## src/rtl/alu_ctrl_seq.sv

```systemverilog
// ============================================================================
// Module   : alu_ctrl_seq
// Brief    : ALU control decoder with sequential unsigned multiply/divide and HI/LO.
// Revision : 1.0
// ============================================================================
`default_nettype none

module alu_ctrl_seq #(
    parameter int WIDTH = 32
) (
    input  logic             clk,
    input  logic             reset,
    input  logic             in_valid,
    input  logic [1:0]       alu_op,
    input  logic [5:0]       funct,
    input  logic [WIDTH-1:0] a,
    input  logic [WIDTH-1:0] b,
    output logic             in_ready,
    output logic             out_valid,
    output logic [3:0]       alu_sel,
    output logic [1:0]       rd_src,
    output logic [WIDTH-1:0] hi,
    output logic [WIDTH-1:0] lo,
    output logic             illegal,
    output logic             div_zero
);

    localparam int CW = $clog2(WIDTH + 1);

    localparam logic [3:0] c_SEL_AND  = 4'b0000;
    localparam logic [3:0] c_SEL_OR   = 4'b0001;
    localparam logic [3:0] c_SEL_ADD  = 4'b0010;
    localparam logic [3:0] c_SEL_SUB  = 4'b0110;
    localparam logic [3:0] c_SEL_SLT  = 4'b0111;
    localparam logic [3:0] c_SEL_NOR  = 4'b1100;
    localparam logic [3:0] c_SEL_NONE = 4'b1111;

    localparam logic [1:0] c_SRC_ALU  = 2'b00;
    localparam logic [1:0] c_SRC_HI   = 2'b01;
    localparam logic [1:0] c_SRC_LO   = 2'b10;
    localparam logic [1:0] c_SRC_NONE = 2'b11;

    typedef enum logic [1:0] {
        IDLE = 2'd0,
        MUL  = 2'd1,
        DIV  = 2'd2,
        DONE = 2'd3
    } state_t;

    state_t           state_q, state_d;
    logic [CW-1:0]    cnt_q, cnt_d;
    logic [3:0]       sel_q, sel_d;
    logic [1:0]       src_q, src_d;
    logic             ill_q, ill_d;
    logic             dz_q, dz_d;
    logic [WIDTH-1:0] hi_q, hi_d;
    logic [WIDTH-1:0] lo_q, lo_d;
    logic [WIDTH-1:0] acc_hi_q, acc_hi_d;
    logic [WIDTH-1:0] acc_lo_q, acc_lo_d;
    logic [WIDTH-1:0] opnd_q, opnd_d;

    logic [3:0]       w_dec_sel;
    logic [1:0]       w_dec_src;
    logic             w_dec_ill;
    logic             w_is_mul;
    logic             w_is_div;

    logic [WIDTH:0]   w_sum;
    logic [WIDTH-1:0] w_mul_hi;
    logic [WIDTH-1:0] w_mul_lo;
    logic [WIDTH:0]   w_shift;
    logic [WIDTH:0]   w_trial;
    logic [WIDTH-1:0] w_div_rem;
    logic [WIDTH-1:0] w_div_quo;

    always_comb begin
        w_dec_sel = c_SEL_NONE;
        w_dec_src = c_SRC_NONE;
        w_dec_ill = 1'b0;
        w_is_mul  = 1'b0;
        w_is_div  = 1'b0;
        case (alu_op)
            2'b00: begin
                w_dec_sel = c_SEL_ADD;
                w_dec_src = c_SRC_ALU;
            end
            2'b01: begin
                w_dec_sel = c_SEL_SUB;
                w_dec_src = c_SRC_NONE;
            end
            2'b10: begin
                case (funct)
                    6'b100000: begin w_dec_sel = c_SEL_ADD; w_dec_src = c_SRC_ALU; end
                    6'b100010: begin w_dec_sel = c_SEL_SUB; w_dec_src = c_SRC_ALU; end
                    6'b100100: begin w_dec_sel = c_SEL_AND; w_dec_src = c_SRC_ALU; end
                    6'b100101: begin w_dec_sel = c_SEL_OR;  w_dec_src = c_SRC_ALU; end
                    6'b101010: begin w_dec_sel = c_SEL_SLT; w_dec_src = c_SRC_ALU; end
                    6'b100111: begin w_dec_sel = c_SEL_NOR; w_dec_src = c_SRC_ALU; end
                    6'b010000: w_dec_src = c_SRC_HI;
                    6'b010010: w_dec_src = c_SRC_LO;
                    6'b011000: w_is_mul  = 1'b1;
                    6'b011010: w_is_div  = 1'b1;
                    default:   w_dec_ill = 1'b1;
                endcase
            end
            default: w_dec_ill = 1'b1;
        endcase
    end

    // Multiply: acc_lo holds the shrinking multiplier, product bits shift in from the top.
    always_comb begin
        w_sum    = {1'b0, acc_hi_q} + (acc_lo_q[0] ? {1'b0, opnd_q} : '0);
        w_mul_hi = w_sum[WIDTH:1];
        w_mul_lo = {w_sum[0], acc_lo_q[WIDTH-1:1]};
    end

    // Divide: acc_hi is the partial remainder, acc_lo shifts dividend out and quotient in.
    always_comb begin
        w_shift = {acc_hi_q, acc_lo_q[WIDTH-1]};
        w_trial = w_shift - {1'b0, opnd_q};
        if (!w_trial[WIDTH]) begin
            w_div_rem = w_trial[WIDTH-1:0];
            w_div_quo = {acc_lo_q[WIDTH-2:0], 1'b1};
        end else begin
            w_div_rem = w_shift[WIDTH-1:0];
            w_div_quo = {acc_lo_q[WIDTH-2:0], 1'b0};
        end
    end

    always_comb begin
        state_d  = state_q;
        cnt_d    = cnt_q;
        sel_d    = sel_q;
        src_d    = src_q;
        ill_d    = ill_q;
        dz_d     = dz_q;
        hi_d     = hi_q;
        lo_d     = lo_q;
        acc_hi_d = acc_hi_q;
        acc_lo_d = acc_lo_q;
        opnd_d   = opnd_q;
        case (state_q)
            IDLE: begin
                if (in_valid) begin
                    sel_d    = w_dec_sel;
                    src_d    = w_dec_src;
                    ill_d    = w_dec_ill;
                    dz_d     = 1'b0;
                    cnt_d    = '0;
                    acc_hi_d = '0;
                    acc_lo_d = a;
                    opnd_d   = b;
                    state_d  = DONE;
                    if (w_is_mul) begin
                        state_d = MUL;
                    end else if (w_is_div) begin
                        if (b == '0) begin
                            dz_d = 1'b1;
                            hi_d = a;
                            lo_d = '1;
                        end else begin
                            state_d = DIV;
                        end
                    end
                end
            end
            MUL: begin
                acc_hi_d = w_mul_hi;
                acc_lo_d = w_mul_lo;
                cnt_d    = cnt_q + 1'b1;
                if (cnt_q == CW'(WIDTH - 1)) begin
                    hi_d    = w_mul_hi;
                    lo_d    = w_mul_lo;
                    cnt_d   = '0;
                    state_d = DONE;
                end
            end
            DIV: begin
                acc_hi_d = w_div_rem;
                acc_lo_d = w_div_quo;
                cnt_d    = cnt_q + 1'b1;
                if (cnt_q == CW'(WIDTH - 1)) begin
                    hi_d    = w_div_rem;
                    lo_d    = w_div_quo;
                    cnt_d   = '0;
                    state_d = DONE;
                end
            end
            default: state_d = IDLE;
        endcase
    end

    always_ff @(posedge clk) begin
        if (reset) begin
            state_q  <= IDLE;
            cnt_q    <= '0;
            sel_q    <= 4'b0000;
            src_q    <= c_SRC_NONE;
            ill_q    <= 1'b0;
            dz_q     <= 1'b0;
            hi_q     <= '0;
            lo_q     <= '0;
            acc_hi_q <= '0;
            acc_lo_q <= '0;
            opnd_q   <= '0;
        end else begin
            state_q  <= state_d;
            cnt_q    <= cnt_d;
            sel_q    <= sel_d;
            src_q    <= src_d;
            ill_q    <= ill_d;
            dz_q     <= dz_d;
            hi_q     <= hi_d;
            lo_q     <= lo_d;
            acc_hi_q <= acc_hi_d;
            acc_lo_q <= acc_lo_d;
            opnd_q   <= opnd_d;
        end
    end

    assign in_ready  = (state_q == IDLE);
    assign out_valid = (state_q == DONE);
    assign alu_sel   = sel_q;
    assign rd_src    = src_q;
    assign hi        = hi_q;
    assign lo        = lo_q;
    assign illegal   = ill_q;
    assign div_zero  = dz_q;

endmodule

`default_nettype wire

```

## config.mk

```make
export PLATFORM = sky130hd
export DESIGN_NAME = alu_ctrl_seq
export DESIGN_NICKNAME = d
export VERILOG_FILES = /design/src/rtl/alu_ctrl_seq.sv
export SDC_FILE = /design/constraint.sdc
export NUM_CORES = 1
export LEC_CHECK = 0
export ABC_AREA = 0
export BUFFER_PORTS_ARGS = -buffer_cell sky130_fd_sc_hd__buf_2
export CAP_MARGIN = 20
export CORE_ASPECT_RATIO = 2
export CORE_MARGIN = 3
export CORE_UTILIZATION = 50
export DETAILED_ROUTE_END_ITERATION = 10
export PLACE_DENSITY_LB_ADDON = 0.3
export SKIP_LAST_GASP = 1
export SLEW_MARGIN = 25
export SYNTH_ARGS = -nofsm -noshare
export SYNTH_HDL_FRONTEND = slang
export SYNTH_SLANG_ARGS = --single-unit
```

## constraint.sdc

```tcl
create_clock -name clk -period 3.56 [get_ports clk]
set_input_delay 0.356 -clock clk [delete_from_list [all_inputs] [get_ports clk]]
set_output_delay 0.356 -clock clk [all_outputs]
set_load 0.01 [all_outputs]
```

* Word-level counts from Yosys, hierarchy flattened
Cells that the tools add are included.
W data, S select, Z words.
** Word-level totals
- Output and inout bits :: 74
- Memory bits (writable) :: 0
- Word-level logic and storage cells :: 94
- Bits in latches :: 0
- Memory bits (read-only) :: 0
- Memories :: 0
- Input port bits :: 75
- Flip-flop bits (word level) :: 176
** Cells by class
- Muxes and demuxes :: 43
- Order comparisons :: 0
- Divide/modulo/power cells :: 0
- Shift-type cells :: 0
- Bitwise logic cells :: 0
- Equality and inequality tests :: 23
- Reductions and logical operators :: 14
- Add/sub/neg operators :: 3
- Multiply operators :: 0
** Operators with widths (count)
- $mux W32 :: 16
- $pmux W32 S3 :: 4
- $eq A6 B6 Y1 const B :: 6
- $add A32 B32 Y33 :: 1
- $sub A33 B32 Y33 :: 1
- $logic_not A32 Y1 :: 1
- $eq A6 B5 Y1 const B :: 5
- $pmux W4 S6 :: 1
- $mux W6 :: 2
- $pmux W4 S3 :: 1
- $pmux W6 S2 :: 1
- $mux W1 :: 11
- $reduce_or A10 Y1 :: 1
- $ne A2 B2 Y1 const B :: 4
- $pmux W2 S2 :: 2
- $reduce_and A2 Y1 :: 4
- $reduce_and A7 Y1 :: 1
- $add A6 B1 Y6 const B :: 1
- $eq A2 B2 Y1 const B :: 3
- $mux W2 :: 3
- $ne A2 B1 Y1 const B :: 3
- $pmux W2 S3 :: 1
- $reduce_or A6 Y1 :: 1
- $eq A2 B1 Y1 const B :: 2
- other kinds (5) :: 7

* Longest topological paths before layout
- Word-level depth :: 7
- Mapped depth :: 16
- Depth with buffers taken out :: 14

* Worst setup path before layout
OpenSTA, ideal clock, no wires.
- Kind :: reg-to-reg
- Start point :: reg acc_lo_q[0]
- End point :: reg hi_q[25], in the netlist hi[25]
- Required time :: 3.433 ns
- Clock period less this slack :: 3.144 ns
- Setup slack :: 0.416 ns
- Arrival time :: 3.017 ns
- Buffers on the path :: 1
- Library setup time :: 0.127 ns
- Stages on the path, launching flop included :: 16
- Path through :: dfxtp_1 > clkbuf_1 > and2_1 > ha_1 > inv_1 > fa_1 > nand2b_1 > a21oi_1 > o221a_2 > o211ai_1 > o21ai_1 > a21boi_0 > xnor2_1 > and2_1 > o41ai_1 > nand2_1
** Between the ends
- Longest elaborated chain between the ends :: 4
** RTL lines
- start, declared :: RTL line 59 : logic [WIDTH-1:0] acc_lo_q, acc_lo_d;
- start signal, assigned :: RTL line 216 : acc_lo_q <= acc_lo_d;
- $mux W32 :: RTL line 112 : w_sum = {1'b0, acc_hi_q} + (acc_lo_q[0] ? {1'b0, opnd_q} : '0);
- $add A32 B32 Y33 :: RTL line 112
- $mux W32 :: RTL line 171 : if (cnt_q == CW'(WIDTH - 1)) begin
- $pmux W32 S3 :: RTL line 142 : case (state_q)
- end signal, assigned :: RTL line 213 : hi_q <= hi_d;
- end, declared :: RTL line 56 : logic [WIDTH-1:0] hi_q, hi_d;
No other way between the ends. The select of a mux whose other input is x is not followed.
A chain may end at the register's enable or synchronous reset.

* Final worst setup path
- Start point :: reg acc_lo_q[0]
- End point :: reg hi_q[31], in the netlist hi[31]
The elaborated chain is that of the path after synthesis.

==> key figures <==
Floorplan
  • Die X: between 100 and 150 um
  • # rows: 77
  • Initial Util: ~51%
  • Die footprint: 24900 um^2
  • Die H: ~220 um
  • I/O pins: between 100 and 150
  • Core ar.: between 20000 and 25000 um^2

Final layout
  • Area delta synth->final: 15.9%
  • Diodes inserted: 0
  • Share of cells above drive strength 1: 16.3%
  • Final #Nets: roughly 1800

Place
  • Port Buffers: 148
  • Routability Congestion: 0.972
  • Place WS: a little over 0.1 ns
  • Post-DP HPWL: ~28 mm

Routing
  • Starting DRT DRC Count: 1064
  • Via count: 11800
  • Drt wl/cell: approximately 20 um
  • TritonRoute pass-1 iters: 6
  • Vias per cell: about 6
  • DRC Markers: 0
  • Post-DRT Antenna Nets: 0
  • Routed Wire Length: around 38 mm

STA
  • Fin. Hold Viols: 0
  • Worst-margin pin slew: between 0.9 and 1 ns
  • Skew final: 0.0104 ns
  • Final setup margin: roughly 0.18 ns
  • # setup viols final: 0
  • Highest Clock Rate: slightly below 0.3 GHz
  • Unrepaired setup endpoints after global routing: true
  • Final period util: 95.1%
  • Slew Limit Fails: 0
  • Final Critical Period: 3.38 ns
  • Worst slew margin: a little under 40%

Yosys
  • Average cell area after synthesis: approximately 7.6 um^2
  • Synth Flop Type: dfxtp_1
  • Distinct cell type count after synthesis: 72
  • Sequential share of the synthesized area: 30.7%
  • Synth Instances: between 1500 and 2000
  • Top-area cell type share of the netlist area: a little under a third
  • Synth warn: 0
  • Area leader, netlist: dfxtp_1
  • Seq cells post-synth: roughly 180
  • Synthesized cell area: 11500 um^2
  • Number of synthesized flops with an enable pin: 0
  • Syn nets: 1658
  • Synth area leaders: dfxtp_1 31%, a21oi_1 7.7%, ha_1 7.5%
  • Asr flop ratio synth: 0%

Worst setup path
  • CP Capture Type: flop
  • WS Path Type: reg -> reg
  • Worst EP required: roughly 3.9 ns
  • Crit start category: flop
  • Worst-path fanout max: 19
  • Critical path data arrival time: 3.71 ns

Clock tree
  • Max Root-Sink Buffers: 2
  • Clock sink total: about 180
  • Hold_buf cts: 0
  • CTS tree: yes
  • Htree depth: 4
  • Skew-Pair Late Insertion Delay: between 0.4 and 0.5 ns
  • Root buf cell: clkbuf_16
  • CTS Buf Count: 17
  • Clk slew on worst S/H paths: about 0.07 ns

Power
  • Net Sw Frac: around 44%
  • Power per cell area: just under 800 nW/um^2
  • Combinational Power Share: 51.7%
  • P_leak: approximately 5.8 nW
  • Sequential Power Share: 29.3%
  • Tot Pwr: 0.0104 W
  • Clock network power share: between 10% and 20%
  • Cell-internal power: ~0.0058 W
  • Worst IR drop on VDD: about 0.0006 V
  • Sw Pwr: 0.00461 W

Global routing
  • Largest net degree at the start of global routing: 66
  • Vias in the first global route: about 11000
  • GRT Resource Usage Total: around 30%
  • Grt total ovfl: 0
  • Initial antenna violation count: 0
  • First-pass GRT wire length: approximately 59 mm

Flow run
  • Max Cap Viol: 0

Hold path
  • Hold WC Path Type: in -> reg

Outcome
  • Status: finished clean
-- metrics by stage --
stage / utilization (%) / setup TNS (ns) / instance area (um^2) / hold WS, ns / std cells
after floorplan: - / 0 / 11500 / 0.444 / 1512
after global placement: 56.5 / 0 / 12600 / 0.439 / 1891
after detailed placement: 56.5 / 0 / 12600 / 0.443 / 1891
after CTS: 59.2 / 0 / 13200 / 0.134 / 1923
after global routing: 59.5 / -0.0116 / 13300 / 0.143 / 1927
final: 59.5 / 0 / 13300 / 0.145 / 1927
-- repair_timing --
action / in CTS / in global routing
gates resized for setup: 0 / 5
setup endpoints to repair: 0 / 32
buffers inserted: 0 / 3
hold endpoints to repair: 0 / 0
-- cells in the mapped netlist (3+ instances only) --
master,number
o211ai_1,21
and4_1,9
nor4_1,11
and2_1,39
and3_1,9
a221o_1,8
o2111ai_1,3
a21oi_1,176
nor3_1,30
a32o_1,3
a211oi_1,25
xor2_1,26
nand3_1,24
a211oi_2,3
a221oi_1,15
o221ai_1,5
ha_1,69
nand2b_1,13
nor2_1,146
or3_1,16
buf_2,12
inv_1,51
nand4_1,13
nor3b_1,4
o21ai_0,95
nor2b_1,7
mux2i_1,11
a31oi_1,16
o41ai_1,5
a311oi_1,22
o21bai_1,5
mux2_2,6
nand2_1,200
clkbuf_1,67
xnor2_1,30
a211o_1,4
o21a_1,12
a22o_1,6
o31ai_1,5
a22oi_1,26
dfxtp_1,176
a21o_1,37
buf_1,11
-- flip-flops by register name (all words and copies together) (netlist names) --
| name | cells |
|---|---|
| lo | 32 |
| acc_lo_q | 32 |
| alu_sel | 4 |
| illegal | 1 |
| opnd_q | 32 |
| acc_hi_q | 32 |
| hi | 32 |
| state_q | 2 |
| div_zero | 1 |
| cnt_q | 6 |
| rd_src | 2 |
-- logic make-up after synthesis --
| kind of cell | synth area share [%] |
|---|---|
| AND/OR/NAND/NOR | 21.2 |
| AO/OA/AOI/OAI | 29.0 |
| flip-flops | 30.7 |
| buffers and inverters | 5.24 |
| adder cells (fa/ha/maj) | 7.87 |
| XOR/XNOR | 4.27 |
| multiplexers | 1.68 |
-- final timing paths --
path | start | cells after the start | slack [ns] | endpoint
setup / recovery | acc_lo_q[0] | 14 | 0.18 | hi[31]
hold / removal | b[19] | 3 | 0.14 | opnd_q[19]
setup reg to reg | acc_lo_q[0] | 14 | 0.18 | hi[31]
hold reg to reg | lo[25] | 2 | 0.45 | lo[25]
-- layer usage --
metal  GRT usage, %  share of wire, %
met2           53.9                51
met4           14.8               5.1
met3           4.63               5.4
met5              0                 0
met1           33.0                38
-- worst max-delay path, stage by stage, from the launching register on --
cell and delay (ns):
dfxtp_1 0.38, buf_4 0.25, and2_1 0.18, ha_1 0.27, o211ai_1 0.21, a21oi_2 0.07
o221a_2 0.29, o211ai_1 0.33, o21ai_1 0.11, buf_4 0.17, a21oi_1 0.23, o21a_1 0.20
nor3_1 0.08, a311oi_2 0.35, a211oi_1 0.12
-- power groups by stage --
stage	clock network, W	logic, W	registers, W
after floorplan	0	0.00340	0.00313
after detailed placement	0	0.00519	0.00308
after global placement	0	0.00515	0.00306
after CTS	0.00199	0.00522	0.00304
after global routing	0.00207	0.00586	0.00311
final	0.00197	0.00537	0.00305
-- final cells by class --
cell class / count / area, um^2
fill: 2130 / 9040
multi-input combinational: 1189 / 7430
sequential: 176 / 3520
timing repair buffer: 201 / 1210
clock buffer: 17 / 425
tap: 276 / 345
inverter: 53 / 199
clock inverter: 15 / 179
-- cell usage in the layout (no fill, tap or decap), types with 30 or more instances in the layout --
| master | n |
|---|---|
| a21o_1 | 37 |
| inv_1 | 51 |
| nor3_1 | 30 |
| nor2_1 | 145 |
| a21oi_1 | 174 |
| xnor2_1 | 30 |
| o21ai_0 | 95 |
| and2_1 | 39 |
| nand2_1 | 199 |
| buf_4 | 49 |
| buf_2 | 147 |
| ha_1 | 66 |
| dfxtp_1 | 176 |
(Power assumes the default switching activity.)
